==> src/rtl/alu_result_stage.sv <==
// Execute-to-writeback result stage: two-entry skid buffer with registered in_ready,
// zero/negative flag capture, forwarding of the youngest held result and a retire counter.
module alu_result_stage #(
   parameter int unsigned DATAPATH_WIDTH = 64,
   parameter int unsigned REG_ADDR_W     = 5,
   parameter int unsigned CNT_W          = 32
) (
   input  logic                      clk,
   input  logic                      reset,
   input  logic                      flush,
   input  logic                      in_valid,
   output logic                      in_ready,
   input  logic [DATAPATH_WIDTH-1:0] in_result,
   input  logic [REG_ADDR_W-1:0]     in_dest,
   input  logic                      in_wr_en,
   output logic                      out_valid,
   input  logic                      out_ready,
   output logic [DATAPATH_WIDTH-1:0] out_result,
   output logic [REG_ADDR_W-1:0]     out_dest,
   output logic                      out_wr_en,
   output logic                      out_zero,
   output logic                      out_neg,
   output logic                      fwd_valid,
   output logic [REG_ADDR_W-1:0]     fwd_dest,
   output logic [DATAPATH_WIDTH-1:0] fwd_result,
   output logic [CNT_W-1:0]          retire_count
);

   typedef enum logic [1:0] {StEmpty, StBusy, StFull} state_e;

   typedef struct packed {
      logic [DATAPATH_WIDTH-1:0] result;
      logic [REG_ADDR_W-1:0]     dest;
      logic                      wr_en;
      logic                      zero;
      logic                      neg;
   } entry_t;

   state_e           state_q, state_d;
   entry_t           main_q, main_d;
   entry_t           skid_q, skid_d;
   logic [CNT_W-1:0] cnt_q, cnt_d;

   entry_t in_entry;
   logic   in_fire;
   logic   out_fire;
   logic   in_take;

   always_comb begin
      in_entry.result = in_result;
      in_entry.dest   = in_dest;
      in_entry.wr_en  = in_wr_en;
      in_entry.zero   = (in_result == '0);
      in_entry.neg    = in_result[DATAPATH_WIDTH-1];
   end

   // Handshake signals come from the state register only, never from out_ready.
   assign in_ready  = (state_q != StFull);
   assign out_valid = (state_q != StEmpty);
   assign in_fire   = in_valid & in_ready;
   assign out_fire  = out_valid & out_ready;
   // A flush discards any result accepted in the same cycle.
   assign in_take   = in_fire & ~flush;

   always_comb begin
      state_d = state_q;
      main_d  = main_q;
      skid_d  = skid_q;
      cnt_d   = cnt_q + CNT_W'(out_fire);
      unique case (state_q)
         StEmpty: begin
            if (in_take) begin
               main_d  = in_entry;
               state_d = StBusy;
            end
         end
         StBusy: begin
            if (in_take && out_fire) begin
               main_d = in_entry;
            end else if (in_take) begin
               skid_d  = in_entry;
               state_d = StFull;
            end else if (out_fire) begin
               state_d = StEmpty;
            end
         end
         StFull: begin
            if (out_fire) begin
               main_d  = skid_q;
               state_d = StBusy;
            end
         end
         default: state_d = StEmpty;
      endcase
      if (flush) begin
         state_d = StEmpty;
      end
   end

   always_ff @(posedge clk or posedge reset) begin
      if (reset) begin
         state_q <= StEmpty;
         main_q  <= '0;
         skid_q  <= '0;
         cnt_q   <= '0;
      end else begin
         state_q <= state_d;
         main_q  <= main_d;
         skid_q  <= skid_d;
         cnt_q   <= cnt_d;
      end
   end

   assign out_result   = main_q.result;
   assign out_dest     = main_q.dest;
   assign out_wr_en    = main_q.wr_en;
   assign out_zero     = main_q.zero;
   assign out_neg      = main_q.neg;
   assign retire_count = cnt_q;

   // The youngest held entry is the bypass source: skid when full, otherwise main.
   always_comb begin
      fwd_valid  = 1'b0;
      fwd_dest   = main_q.dest;
      fwd_result = main_q.result;
      unique case (state_q)
         StBusy: begin
            fwd_valid = main_q.wr_en;
         end
         StFull: begin
            fwd_valid  = skid_q.wr_en;
            fwd_dest   = skid_q.dest;
            fwd_result = skid_q.result;
         end
         default: fwd_valid = 1'b0;
      endcase
   end

endmodule

==> config.mk <==
export PLATFORM = sky130hd
export DESIGN_NAME = alu_result_stage
export DESIGN_NICKNAME = d
export VERILOG_FILES = /design/src/rtl/alu_result_stage.sv
export SDC_FILE = /design/constraint.sdc
export NUM_CORES = 1
export LEC_CHECK = 0
export ABC_AREA = 1
export ABC_CLOCK_PERIOD_IN_PS = 5900
export CAP_MARGIN = 20
export CORE_MARGIN = 2
export CORE_UTILIZATION = 25
export DETAILED_ROUTE_END_ITERATION = 7
export SYNTH_ARGS = -nofsm -noshare
export SYNTH_HDL_FRONTEND = slang
export SYNTH_SLANG_ARGS = --single-unit
==> constraint.sdc <==
create_clock -name clk -period 5.9 [get_ports clk]
set_input_delay 0.59 -clock clk [delete_from_list [all_inputs] [get_ports clk]]
set_output_delay 0.59 -clock clk [all_outputs]
set_load 0.01 [all_outputs]
==> summary by stage, run 1 <==
Status
The flow ran to the end, and the final reports show no timing, DRC or antenna violations.

Timing
The number of pins exceeding their max-slew limit in the final report was 0. The final hold violation count is 0. Hold timing on the final database bottoms out at a slack of 484 ps. The final period utilization is 67.2%. For the finished layout, the period the worst path requires is 3970 ps.

At the pin with the least slew margin, the transition time is 984 ps. The worst-case setup margin in the final layout is 1930 ps. The accumulated negative setup slack is 0 ps.

Setup violations remaining at the end of the flow were counted as 0. The clock arrives with 8.21 ps of skew. The worst slew margin relative to its limit is 34.4%. Setup repair after global routing left no endpoint under its margin. Derived from the worst setup path, the maximum achievable clock frequency is 252 MHz.

Place
The quantity of I/O buffers inserted on ports is 250. Routability-driven placement finished with a final weighted congestion of 0.838. Once placement finished, the instance area stood at 11700 sq um.

The detailed-placement wirelength estimate is 18200 microns. The setup slack after placement is 2390 ps.

Floorplanning
The floorplan has 69 rows. The initial core utilization is 25.2%. The boundary pin count is 251. The floorplan step set the die height to 192 microns. The area of the core is 35200 sq um. From left edge to right edge, the die measures 192 microns.

The floorplan step defined a die boundary enclosing 37000 sq um.

Worst setup path
The largest stage delay on the critical path is 780 ps. The cell with the largest stage delay on the worst path is ha_4. For the worst setup path, the data arrival time is 3380 ps. The kind of end point of the critical path is an output port.

The count of buffer and inverter cells on the critical path is 3. Traced cell by cell, the critical path runs through inv_1, ha_4, buf_4, nand2_1, o21ai_0, clkdlybuf4s50_1. The largest fanout on the critical path is 105. The worst setup path is launched from a flop. In this design, the largest share of critical-path delay is due to buffers and inverters.

The required time at the worst-slack endpoint is 5310 ps. The critical path is of the reg -> out type.

Route
The total iterations of the first detailed-routing run is 6. The post-detailed-route DRC marker count is 0. The detailed router placed 7996 vias in this run.

The total wire length is 25600 microns. After detailed routing, the number of vias per cell comes to 4.40. After the first detailed-routing iteration, the DRC count stood at 371. Once detail routing completed, the nets flagged for antenna violations numbered 0. After detailed routing, the average wire length per cell comes to 14.1 microns.

Power and ir drop
For this design the total switching power over the nets is 2060 uW. The areal power density over the cells is 461 nW/um^2. The clock network accounts for 20.7% of the total power. The largest vdd supply drop is 0.194 mV.

In this run switching power makes up 36.4% of total power. The cell-internal power is 3610 uW. The leakage power total is 0.00546 uW. The proportion of power drawn by combinational gates is 44.7%.

In this run, flip-flops and latches consume 34.6% of the power.

Clock network
Post-CTS repair changed the size of 0 cells. After clock tree synthesis, the clock-pin slew on the worst setup and hold paths is 70 ps. The CTS root buffer is clkbuf_16.

Counting the buffers created by CTS gives 17. At the later pin of the worst-skew pair, clock insertion delay measures 450 ps. The maximum level of the CTS H-tree is 4. The number of setup buffers added after CTS is 0. The number of clock sinks is 176. TritonCTS built the clock tree. The clock passes through at most 2 buffers. Buffers inserted to repair hold after CTS numbered 0.

Finish
The end-of-flow core utilization is 34.9%. In the final layout, the share of cells above drive strength 1 is 7.24%. After routing the design area is 12300 sq um. For this run, the post-layout net count is 1422.

The layout filler cell count is 3697. Relative to the synthesized area, the layout overhead comes to 38.7%.

Yosys
The cell count after synthesis came out at 1119. After synthesis the netlist holds a flip-flop and latch count of 176. Counting distinct cell types in the post-synthesis netlist gives 30.

The total of warnings raised by yosys is 0. The post-synthesis cell area is 8870 sq um. After synthesis, flip-flops and latches occupy 49.6% of the total area. The net count of the mapped netlist is 1200. Averaged over all synthesized cells, the footprint is 7.93 sq um.

Flow run
The number of maximum-capacitance violations is 0.

Global routing
Entering global routing, the biggest net connects 106 pins. The remaining global-route overflow is 0. Global routing used 14.0% of the available tracks across all layers. The first global-routing pass estimated 40500 microns of wire. The initial antenna violation count came to 0. The number of global-route vias before repair is 7776.

Hold path
The tightest min-delay check is of the reg -> reg type.
==> path summary, 6_finish.rpt <==
path / start / endpoint / slack, ps / depth (start not counted)
setup / recovery: state_q[0]$_DFFE_PP0P_ / fwd_dest[0] / 1930 / 6
hold / removal: retire_count[31]$_DFF_PP0_ / retire_count[31]$_DFF_PP0_ / 480 / 1
setup reg to reg: state_q[0]$_DFFE_PP0P_ / out_result[22]$_DFFE_PP0P_ / 2620 / 9
hold reg to reg: retire_count[31]$_DFF_PP0_ / retire_count[31]$_DFF_PP0_ / 480 / 1
max in group asynchronous: reset / skid_q[42]$_DFFE_PP0P_ / 4100 / 3
min in group asynchronous: reset / out_result[31]$_DFFE_PP0P_ / 580 / 2
==> sequential cells by signal (all words and copies together) (netlist names) <==
name,count
out_result,64
state_q,2
out_dest,5
skid_q,71
out_zero,1
out_wr_en,1
retire_count,32
==> cell usage after synthesis <==
cell type	count	area, sq um
nand2_1	293	1100
o21ai_0	232	1160
dfrtp_1	176	4400
inv_1	160	601
nor2_1	73	274
o21ai_2	47	412
clkbuf_1	26	97.6
xor2_1	19	166
nor3_1	14	70.1
buf_2	12	60.1
buf_6	12	135
nand4_1	9	56.3
nand3_1	7	35.0
ha_1	6	75.1
o21ai_1	6	30.0
xnor2_1	6	52.6
inv_2	4	15.0
nand3b_1	4	30.0
nand2_2	2	12.5
a21boi_0	1	7.51
a21oi_1	1	5.00
and3_1	1	6.26
buf_1	1	3.75
buf_12	1	20.0
buf_4	1	7.51
clkbuf_2	1	5.00
nand3_2	1	10.0
nor2_2	1	6.26
nor3_2	1	10.0
o22ai_1	1	6.26
==> area by class of cell <==
class / instances / area [sq um] / share of cell area [%]
antenna: 1 / 2.50 / 0.0203
tap: 461 / 577 / 4.69
clock inverter: 14 / 154 / 1.25
inverter: 164 / 623 / 5.06
multi-input combinational: 725 / 3550 / 28.9
timing repair buffer: 257 / 2550 / 20.8
clock buffer: 18 / 439 / 3.57
sequential: 176 / 4400 / 35.8
==> cell families after synthesis <==
group                      share of synthesized area, %
AOI/OAI and AO/OA                                  18.3
adders and majority gates                         0.846
and+or+nand+nor                                    18.1
xor gates and xnor gates                           2.47
buffers and inverters                              10.6
DFF                                                49.6
==> per-layer routing <==
layer	up-vias	wire length [microns]	global-route usage, %	part of all wire (%)
li1	3985	-	-	-
met1	3764	11300	17.6	44
met2	219	12100	22.7	47
met3	28	1700	4.51	6.7
met4	0	459	4.76	1.8
met5	-	0	0	0
==> stage by stage <==
step / std cells / power [uW]
after global routing: 1815 / 6110
after floorplan: 1119 / 3240
after detailed placement: 1783 / 4540
final: 1816 / 5670
after global placement: 1783 / 4520
after CTS: 1815 / 5760
==> power groups by stage <==
stage | sequential, uW | clock, uW | combinational, uW
after CTS | 1960 | 1220 | 2580
after floorplan | 2050 | 0 | 1190
after global placement | 1970 | 0 | 2540
final | 1960 | 1170 | 2530
after global routing | 2020 | 1270 | 2820
after detailed placement | 1970 | 0 | 2570
==> layout by cell type (no fill, tap or decap), types with 5 or more instances in the layout <==
master           Yosys  layout
xor2_1              19      19
ha_1                 6       5
nand2_1            293     293
clkbuf_16            0      17
xnor2_1              6       6
nand3_1              7       6
dfrtp_1            176     176
inv_1              160     159
o21ai_2             47      47
nor2_1              73      73
buf_4                1       7
nor3_1              14      14
o21ai_1              6       6
nand4_1              9       9
clkdlybuf4s50_1      0     250
inv_6                0       5
o21ai_0            232     232
No activity file was read; power rests on OpenSTA's default activity.
==> run 2, diff against run 1 <==
ABC_CLOCK_PERIOD_IN_PS = 3950   (was 5900)
clock period = 3.95 ns   (was 5.9 ns; I/O delays follow)
==> summary by stage, run 2 (synthesized netlist as in run 1, its figures left out) <==
Place
The detailed-placement wirelength estimate is 18300 microns (was 18200 microns). The final RePlAce weighted congestion is 0.826 (was 0.838). The setup slack after placement is 1240 ps (was 2390 ps). The quantity of I/O buffers inserted on ports is 250 (unchanged).

Timing
The number of pins exceeding their max-slew limit in the final report is 0 (unchanged). The final hold violation count is 0 (unchanged). The count of final setup violators was 0 (unchanged).

The highest achievable clock rate is 322 MHz. Subtracting the final worst setup slack from the clock period gives 3100 ps. After layout, the worst path uses 78.5% of the clock period.

The worst-case setup margin in the final layout is 848 ps (was 1930 ps). The accumulated negative setup slack is 0 ps (unchanged). The slew at the pin closest to its max-slew limit is 914 ps (was 984 ps). Setup repair after global routing missed its margin: false (unchanged). The worst-case clock skew is 13.9 ps (was 8.21 ps).

The worst slew margin relative to its limit is 39.1% (was 34.4%).

Floorplanning
The standard-cell row count is 69 (unchanged). The floorplan die area came to 37000 sq um (unchanged). The boundary pin count is 251 (unchanged).

The overall die height came to 192 microns (unchanged). The area of the core is 35200 sq um (unchanged). The initial core utilization came to 25.2% (unchanged).

The die span in x is 192 microns (unchanged).

Route
The ratio of routed vias to standard cells is 4.38 (was 4.40). The number of vias in the routed layout is 7967 (was 7996). The total iterations of the first detailed-routing run is 5 (was 6).

The post-detailed-route DRC marker count was 0 (unchanged). The count of antenna-violating nets left after detailed routing was 0 (unchanged). The total wire length is 25700 microns (was 25600 microns). The DRC marker count from the first detailed-route iteration is 292 (was 371). The per-cell routed wire length is 14.1 microns (about the same).

Power and ir drop
The areal power density over the cells is 682 nW/um^2 (was 461 nW/um^2). The power after layout came to 8410 uW (was 5670 uW). The largest vdd supply drop is 0.304 mV (was 0.194 mV). The leakage power total is 0.00547 uW (was 0.00546 uW).

Worst setup path
The worst reg2reg path endpoint is skid_q[37]$_DFFE_PP0P_ (was out_result[22]$_DFFE_PP0P_). The setup slack on the worst flop-to-flop path came to 1340 ps (was 2620 ps). The critical path data arrival time is 2710 ps (was 3380 ps). The required time at the worst-slack endpoint was 3560 ps (was 5310 ps).

The startpoint of the worst-slack reg-to-reg timing path is state_q[0]$_DFFE_PP0P_ (unchanged). The kind of end point of the critical path is an output port (unchanged). The largest fanout on the critical path is 209 (was 105).

The critical path startpoint category is a flop (unchanged). The number of cells on the worst reg-to-reg path is 8 (was 9). The largest stage delay on the critical path is 580 ps (was 780 ps). Ordered cell list for the critical path: inv_1, ha_4, buf_12, nand2_1, o21ai_0, clkdlybuf4s50_1 (was inv_1, ha_4, buf_4, nand2_1, o21ai_0, clkdlybuf4s50_1). The start-to-end type of the worst setup path is reg -> out (unchanged). The cell with the largest stage delay on the worst path is clkdlybuf4s50_1 (was ha_4).

Clock network
The number of buffers added to fix hold violations after cts was 0 (unchanged). The CTS root buffer is clkbuf_16 (unchanged). The number of clock sinks was 176 (unchanged).

The maximum level of the CTS H-tree is 4 (unchanged). The CTS tree is yes (unchanged). The buffers inserted during post-CTS setup optimization came to 0 (unchanged). The source-to-sink clock delay at the later pin of the worst-skew pair came to 440 ps (was 450 ps). The register clock-pin slew on the reported worst setup and hold paths is 70 ps (about the same). The number of buffers created by CTS is 17 (unchanged). The number of buffers between clock root and the deepest sink is 2 (unchanged). The total of cells resized after clock tree synthesis is 0 (unchanged).

Global routing
The initial antenna violation count was 0 (unchanged). The pin count of the biggest net entering global routing is 210 (was 106). The remaining global-route overflow was 0 (unchanged). The aggregate global-route resource usage is 14.3% (was 14.0%).

The number of global-route vias before repair is 7934 (was 7776). The wire length of the first global-routing pass is 41500 microns (was 40500 microns).

Hold path
The path category of the worst min-delay check is in -> async (was reg -> reg).

Finish
The register with the highest flop count is skid_q (unchanged). The layout cell share with drive strength beyond 1 came to 7.44% (was 7.24%). The end-of-flow core utilization is 35.0% (was 34.9%). The post-synthesis to final-layout area growth is 39.0% (was 38.7%). The number of nets in the layout is 1426 (was 1422). The layout filler cell count is 3716 (was 3697).

The total area of multi-input combinational cells is 3550 sq um (unchanged). The sequential standard cell area is 4400 sq um (unchanged). The flip-flop count of the largest register after layout is 71 (unchanged). The most common cell after layout, fill and taps aside is nand2_1 (unchanged). Most used cells in the layout excluding fill and tap cells: nand2_1, clkdlybuf4s50_1, o21ai_0 (unchanged).

Flow run
The number of maximum-capacitance violations was 0 (unchanged).

Status
Status: completed (unchanged).
[run 2: cell types whose count changed in the layout (fill, tap and decap cells not counted), sizes merged]
cell      previous run  this run
buf                  7        11
clkbuf              18        19
clkinv               5         7
inv                169       166
bufinv               2         1
clkinvlp             2         3
[run 2: layer usage]
layer / global-route usage (%) / up-vias / share of wire, %
met3: 4.15 / 30 / 6.5
met1: 17.8 / 3731 / 44
met2: 23.3 / 209 / 47
met4: 5.55 / 0 / 2.0
li1: - / 3997 / -
met5: 0 / - / 0
[run 2: how the worst max path moves through the flow]
stage	depth (start not counted)	to	slack, ps	startpoint
3_5_place_dp	6	skid_q[44]$_DFFE_PP0P_	1240	out_ready
4_1_cts	6	fwd_result[29]	800	state_q[0]$_DFFE_PP0P_
2_1_floorplan	1	out_dest[0]$_DFFE_PP0P_	1300	reset
6_report	6	fwd_result[18]	850	state_q[0]$_DFFE_PP0P_
5_1_grt	6	fwd_result[56]	620	state_q[0]$_DFFE_PP0P_
3_3_place_gp	6	skid_q[37]$_DFFE_PP0P_	1300	out_ready
[run 2: critical path: cells and delay by family, from the launching register on]
kind,cells,cell delay [ps]
compound gates,1,150
fa+ha+maj,1,180
buf+inv,3,1240
flops,1,400
simple gates,1,150
[run 2: metrics by stage]
stage                     hold WS (ps)  area (sq um)  instances
after floorplan                    453          8880       1119
final                              446         12300       1820
after detailed placement           474         11800       1787
after CTS                          451         12300       1819
after global routing               491         12300       1819
after global placement             466         11800       1787
[run 2: layout make-up]
cell class / count / share of cell area, %
well taps: 461 / 4.68
multi-input cells: 725 / 28.8
clock buffers: 19 / 3.59
inverters: 164 / 5.06
repair buffers: 261 / 21.3
clock inverters: 13 / 0.893
diodes: 1 / 0.0203
flip-flops and latches: 176 / 35.7
[run 2: report_power, final]
part	switching [uW]	internal (uW)	leakage [uW]	total (uW)
combinational	1910	1920	0.00298	3830
clock	765	885	0.000273	1650
sequential	415	2520	0.00222	2930
==> variant 1, RTL diff (settings of run 2) <==
Re-encode `state_e` (3 states) as one-hot, 3 bits wide.
--- a/src/rtl/alu_result_stage.sv
+++ b/src/rtl/alu_result_stage.sv
@@ -26,7 +26,7 @@
    output logic [CNT_W-1:0]          retire_count
 );
 
-   typedef enum logic [1:0] {StEmpty, StBusy, StFull} state_e;
+   typedef enum logic [2:0] {StEmpty = 3'b001, StBusy = 3'b010, StFull = 3'b100} state_e;
 
    typedef struct packed {
       logic [DATAPATH_WIDTH-1:0] result;
Formal check against the unedited RTL: no difference found for any inputs over 4 cycles, from zero or initial values and one cycle with reset high; so few cycles prove little.
==> variant 1 against run 2 <==
Routed wire length increased by 3.3%. Power increased by 3.1%. Worst setup slack improved by 0.23 ns. Cell area about the same. Synthesized area about the same. Sequential power increased by 4%. Sequential cell count increased by 1. Non-clock buffer count decreased by 2.
==> variant 1: results (changes against run 2) <==
- Int Pwr: 5.45 mW (+2.4%)
- Sequential cell area: 4430 sq um (+0.60%)
- Share of cells above drive strength 1: 4.47% (-3.0 points)
- Post-DP HPWL: 18300 um (about the same)
- GRT Util Overall: 14.8% (+0.51 points)
- Detailed Route Iter0 Violations: 391 (+34%)
- Placed Cells incl. Taps: 1854 (+3.7%)
- Area contributors post-synth: dfrtp_1 (50%), nand2_1 (20%), nor2_1 (5.5%)
- Hold Path Class: in -> async
- Area growth syn-to-layout: 39.1% (about the same)
- GP Congestion: 0.804 (-2.7%)
- Synthesized netlist cell count: 1194 (+6.7%)
- Clock Skew: 0.00957 ns (-0.00431 ns)
- Non-clk bufs: 259 (-0.77%)
- Routed WL: 26500 um (+3.3%)
- TritonRoute pass-1 iters: 4 (-1)
- Origin of the worst setup path: state_q[1]
- Nets: 1495 (+4.8%)
- Synthesized flop and latch total: 177 (+0.57%)
- Largest net degree at the start of global routing: 106 (-50%)
- Vias in the first global route: 8256 (+4.1%)
- Placement Setup Slack: 1.48 ns (+0.239 ns)
- Met1 Use GR: 18.7% (+0.90 points)
- Vias: 8190 (+2.8%)
- Routed length on met2: 12400 um (+2.4%)
- Met3 Use GR: 4.36% (+0.22 points)
- Multi-input logic area: 3700 sq um (+4.3%)
- Worst-path fanout max: 72 (-66%)
- CP arrival: 2.47 ns (-0.24 ns)
- Worst-case clock buffer depth: 2 (unchanged)
- Non-clock buffer share: 21.2% (-0.027 points)
- Routed vias/inst: 4.34 (-0.80%)
- Post-Syn Nets: 1271 (+5.9%)
- GRT met2 Usage: 24.4% (+1.1 points)
- Commonest cells post-synth: nand2_1 (479), dfrtp_1 (176), nor2_1 (130)
- Status: complete, no violations
- Post-route worst setup slack: 1.08 ns (+0.232 ns)
- Relative slew slack: 30.1% (-9.0 points)
- Non-clock inverters: 117 (-29%)
- Placed inst area: 11800 sq um (about the same)
- Core Region: 34700 sq um (-1.4%)
- Start of the worst register-to-register path: state_q[0]
- First-pass GRT wire length: 43000 um (+3.8%)
- Met1 WL: 12200 um (+6.5%)
- P_leak: 6.01 nW (+9.8%)
- #MultiIn Comb: 846 (+17%)
- Final clock-cell share: 4.61% (+0.13 points)
- Ant. Diodes: 0 (-1)
- Maximum VDD drop: 0.354 mV (+17%)
-- variant 1: path summary, 6_finish.rpt --
kind                       slack [ns]        endpoint  cells after the start
max                              1.08  fwd_result[44]                      7
min                              0.45     out_dest[0]                      3
max reg2reg                      1.61   out_result[2]                      7
min reg2reg                      0.48        out_zero                      2
min in group clk                 0.48        out_zero                      2
max in group asynchronous        2.94  out_result[31]                      3
-- variant 1: cells by family after synthesis --
| family | after synthesis | synth area share (%) |
|---|---|---|
| AO/OA/AOI/OAI | 170 | 10.0 |
| AND/OR/NAND/NOR | 646 | 28.5 |
| XOR/XNOR | 28 | 2.76 |
| flip-flops | 177 | 50.0 |
| buffers and inverters | 171 | 8.52 |
| adder cells (fa/ha/maj) | 2 | 0.282 |
-- variant 1: worst register-to-register path, delay by kind of cell, from the launching register on --
family	cells	cell delay, ns
simple gates	4	0.78
buf+inv	2	0.78
flops	1	0.56
compound gates	1	0.14
==> variant 2, RTL diff (flow settings as in run 2) <==
Made on the original files. Change the parameter `CNT_W` from 32 to 64.
--- a/src/rtl/alu_result_stage.sv
+++ b/src/rtl/alu_result_stage.sv
@@ -3,7 +3,7 @@
 module alu_result_stage #(
    parameter int unsigned DATAPATH_WIDTH = 64,
    parameter int unsigned REG_ADDR_W     = 5,
-   parameter int unsigned CNT_W          = 32
+   parameter int unsigned CNT_W          = 64
 ) (
    input  logic                      clk,
    input  logic                      reset,
Interface: changed (resized retire_count); port bits go from 251 to 283. No check against the original RTL was run, so the function may have changed too.
==> variant 2 against run 2 <==
Synthesized area rose by 19%. Highest routed layer unchanged. Global-route usage rose by 1.1 points. Power rose by 14%. Cell area rose by 21%. Critical path type unchanged. Routed wire length rose by 34%. Count of clock-buffer cells in the layout rose by 22. Die area rose by 19%. Worst setup slack got worse by 0.29 ns. Sequential cell count rose by 32. Combinational power fell by 3%.
==> variant 2: results (changes against run 2) <==
- Die ar.: 44100 sq um (+19%)
- Largest net degree at the start of global routing: 115 (-45%)
- P_leak: 6.38 nW (+17%)
- Clock Root Buffer: clkbuf_16
- First-pass GRT wire length: 53700 um (+29%)
- Commonest cells post-synth: nand2_1 (405), o21ai_0 (239), dfrtp_1 (208)
- Fillers: 4327 (+16%)
- Crit path launch type: flip-flop
- CP arrival: 3.00 ns (+0.29 ns)
- Ant. Diodes: 0 (-1)
- Hold Path Class: in -> async
- Worst-path fanout max: 90 (-57%)
- Area contributors post-synth: dfrtp_1 (49%), nand2_1 (14%), o21ai_0 (11%)
- Drt wl/cell: 15.4 um (+9.0%)
- Port bufs: 282 (+13%)
- Start of the worst register-to-register path: state_q[0]
- Number of library cell types mapped by synthesis: 30 (unchanged)
- Clock Skew: 0.0104 ns (-0.00353 ns)
- Crit path largest cell delay: 0.64 ns (+0.06 ns)
- Status: complete, no violations
- Post-CTS Resized: 0 (unchanged)
- Post-Syn Nets: 1492 (+24%)
- CTS clk-pin slew, worst paths: about 0.060 ns
- Clk_lat worst skew: 0.55 ns (+0.11 ns)
- H-tree depth: 1 (-3)
- Maximum VDD drop: 0.358 mV (+18%)
- TritonRoute pass-1 iters: 7 (+2)
- Sequential area share after synthesis: 49.1% (-0.54 points)
- Share of cells above drive strength 1: 3.94% (-3.5 points)
- Biggest register: skid_q
- Num CTS Buffers: 28 (+11)
- Post-DP HPWL: 25900 um (+41%)
- Setup bufs post-CTS: 0 (unchanged)
- YS warnings: 0 (unchanged)
- Nets: 1760 (+23%)
- Initial antenna violation count: 0 (unchanged)
- Largest delay share family, worst path: buffers and inverters
- GP Congestion: 0.964 (+17%)
- Asr flop ratio synth: 100% (unchanged)
- Area leader, netlist: dfrtp_1
- Critical path's slowest cell: clkdlybuf4s50_1
- R2r setup slk: 1.17 ns (-0.17 ns)
- Routed vias/inst: 4.47 (+2.1%)
- Relative slew slack: 47.2% (+8.2 points)
- Detailed Route Iter0 Violations: 562 (+92%)
- Vias in the first global route: 9761 (+23%)
- Number of flip-flops under the largest register name: 71 (unchanged)
- GRT Util Overall: 15.4% (+1.1 points)
- Worst-case clock buffer depth: 3 (+1)
==> variant 2: cell count changes after synthesis, moves of 9 or more <==
cell     delta
o21ai_2    -46
inv_1      +19
xnor2_1    +15
nor2_1     +92
nand3_1    +12
xor2_1      +9
dfrtp_1    +32
nand2_1   +112
o21ai_1    +46
==> variant 2: worst register-to-register path, cell delays in order (launching register included) <==
cell and delay, ns:
dfrtp_1 0.38, inv_1 0.11, ha_1 0.24, nor2_2 0.26
ha_1 0.38, ha_1 0.30, inv_1 0.09, nor2_2 0.19
inv_1 0.09, nor2_1 0.22, and2_1 0.23, nand2_1 0.08
nand2_1 0.07, nand2_1 0.05
==> variant 2: kinds of logic (layout without fill, tap and decap cells) <==
kind of cell	Yosys count	count (layout)	share of synthesized area [%]
fa+ha+maj	6	6	0.708
xor+xnor	49	49	4.05
flops	208	208	49.1
simple gates	618	618	23.0
buf+inv	235	523	9.20
compound gates	295	295	14.0
==> variant 2: area by class of cell <==
cell class,count,share of cell area (%)
Clock buffer,41,5.38
Clock inverter,9,0.874
Inverter,181,4.61
Multi-Input combinational cell,968,29.8
Sequential cell,208,35.0
Tap cell,539,4.53
Timing Repair Buffer,292,19.8
==> variant 2: where the power goes <==
group / total (mW) / switching (mW) / internal, mW
Sequential: 3.28 / 0.431 / 2.85
Clock: 2.57 / 0.978 / 1.59
Combinational: 3.70 / 1.87 / 1.83
==> variant 2: path summary, 6_finish.rpt <==
path,endpoint,depth (start not counted)
worst max-delay path,fwd_result[31],6
worst min-delay path,skid_q[45],3
worst max register to register,retire_count[60],13
worst min register to register,skid_q[29],2
max in group asynchronous,out_result[14],3
min in group clk,skid_q[3],3
==> variant 2: metrics by stage <==
stage	instances	hold slack [ns]	setup slack [ns]	area (sq um)
floorplan	1411	0.453	0.855	10600
global placement	2188	0.467	0.978	14000
detailed placement	2188	0.472	0.935	14000
CTS	2238	0.394	0.506	14900
global route	2238	0.441	0.331	14900
finish	2238	0.369	0.557	14900
==> variant 2: per-layer routing <==
metal	part of all wire (%)	track usage [%]	vias up
met5	0	0	-
met2	45	24.9	331
met1	44	20.1	4658
li1	-	-	4962
met3	8.6	4.78	53
met4	2.4	3.64	0
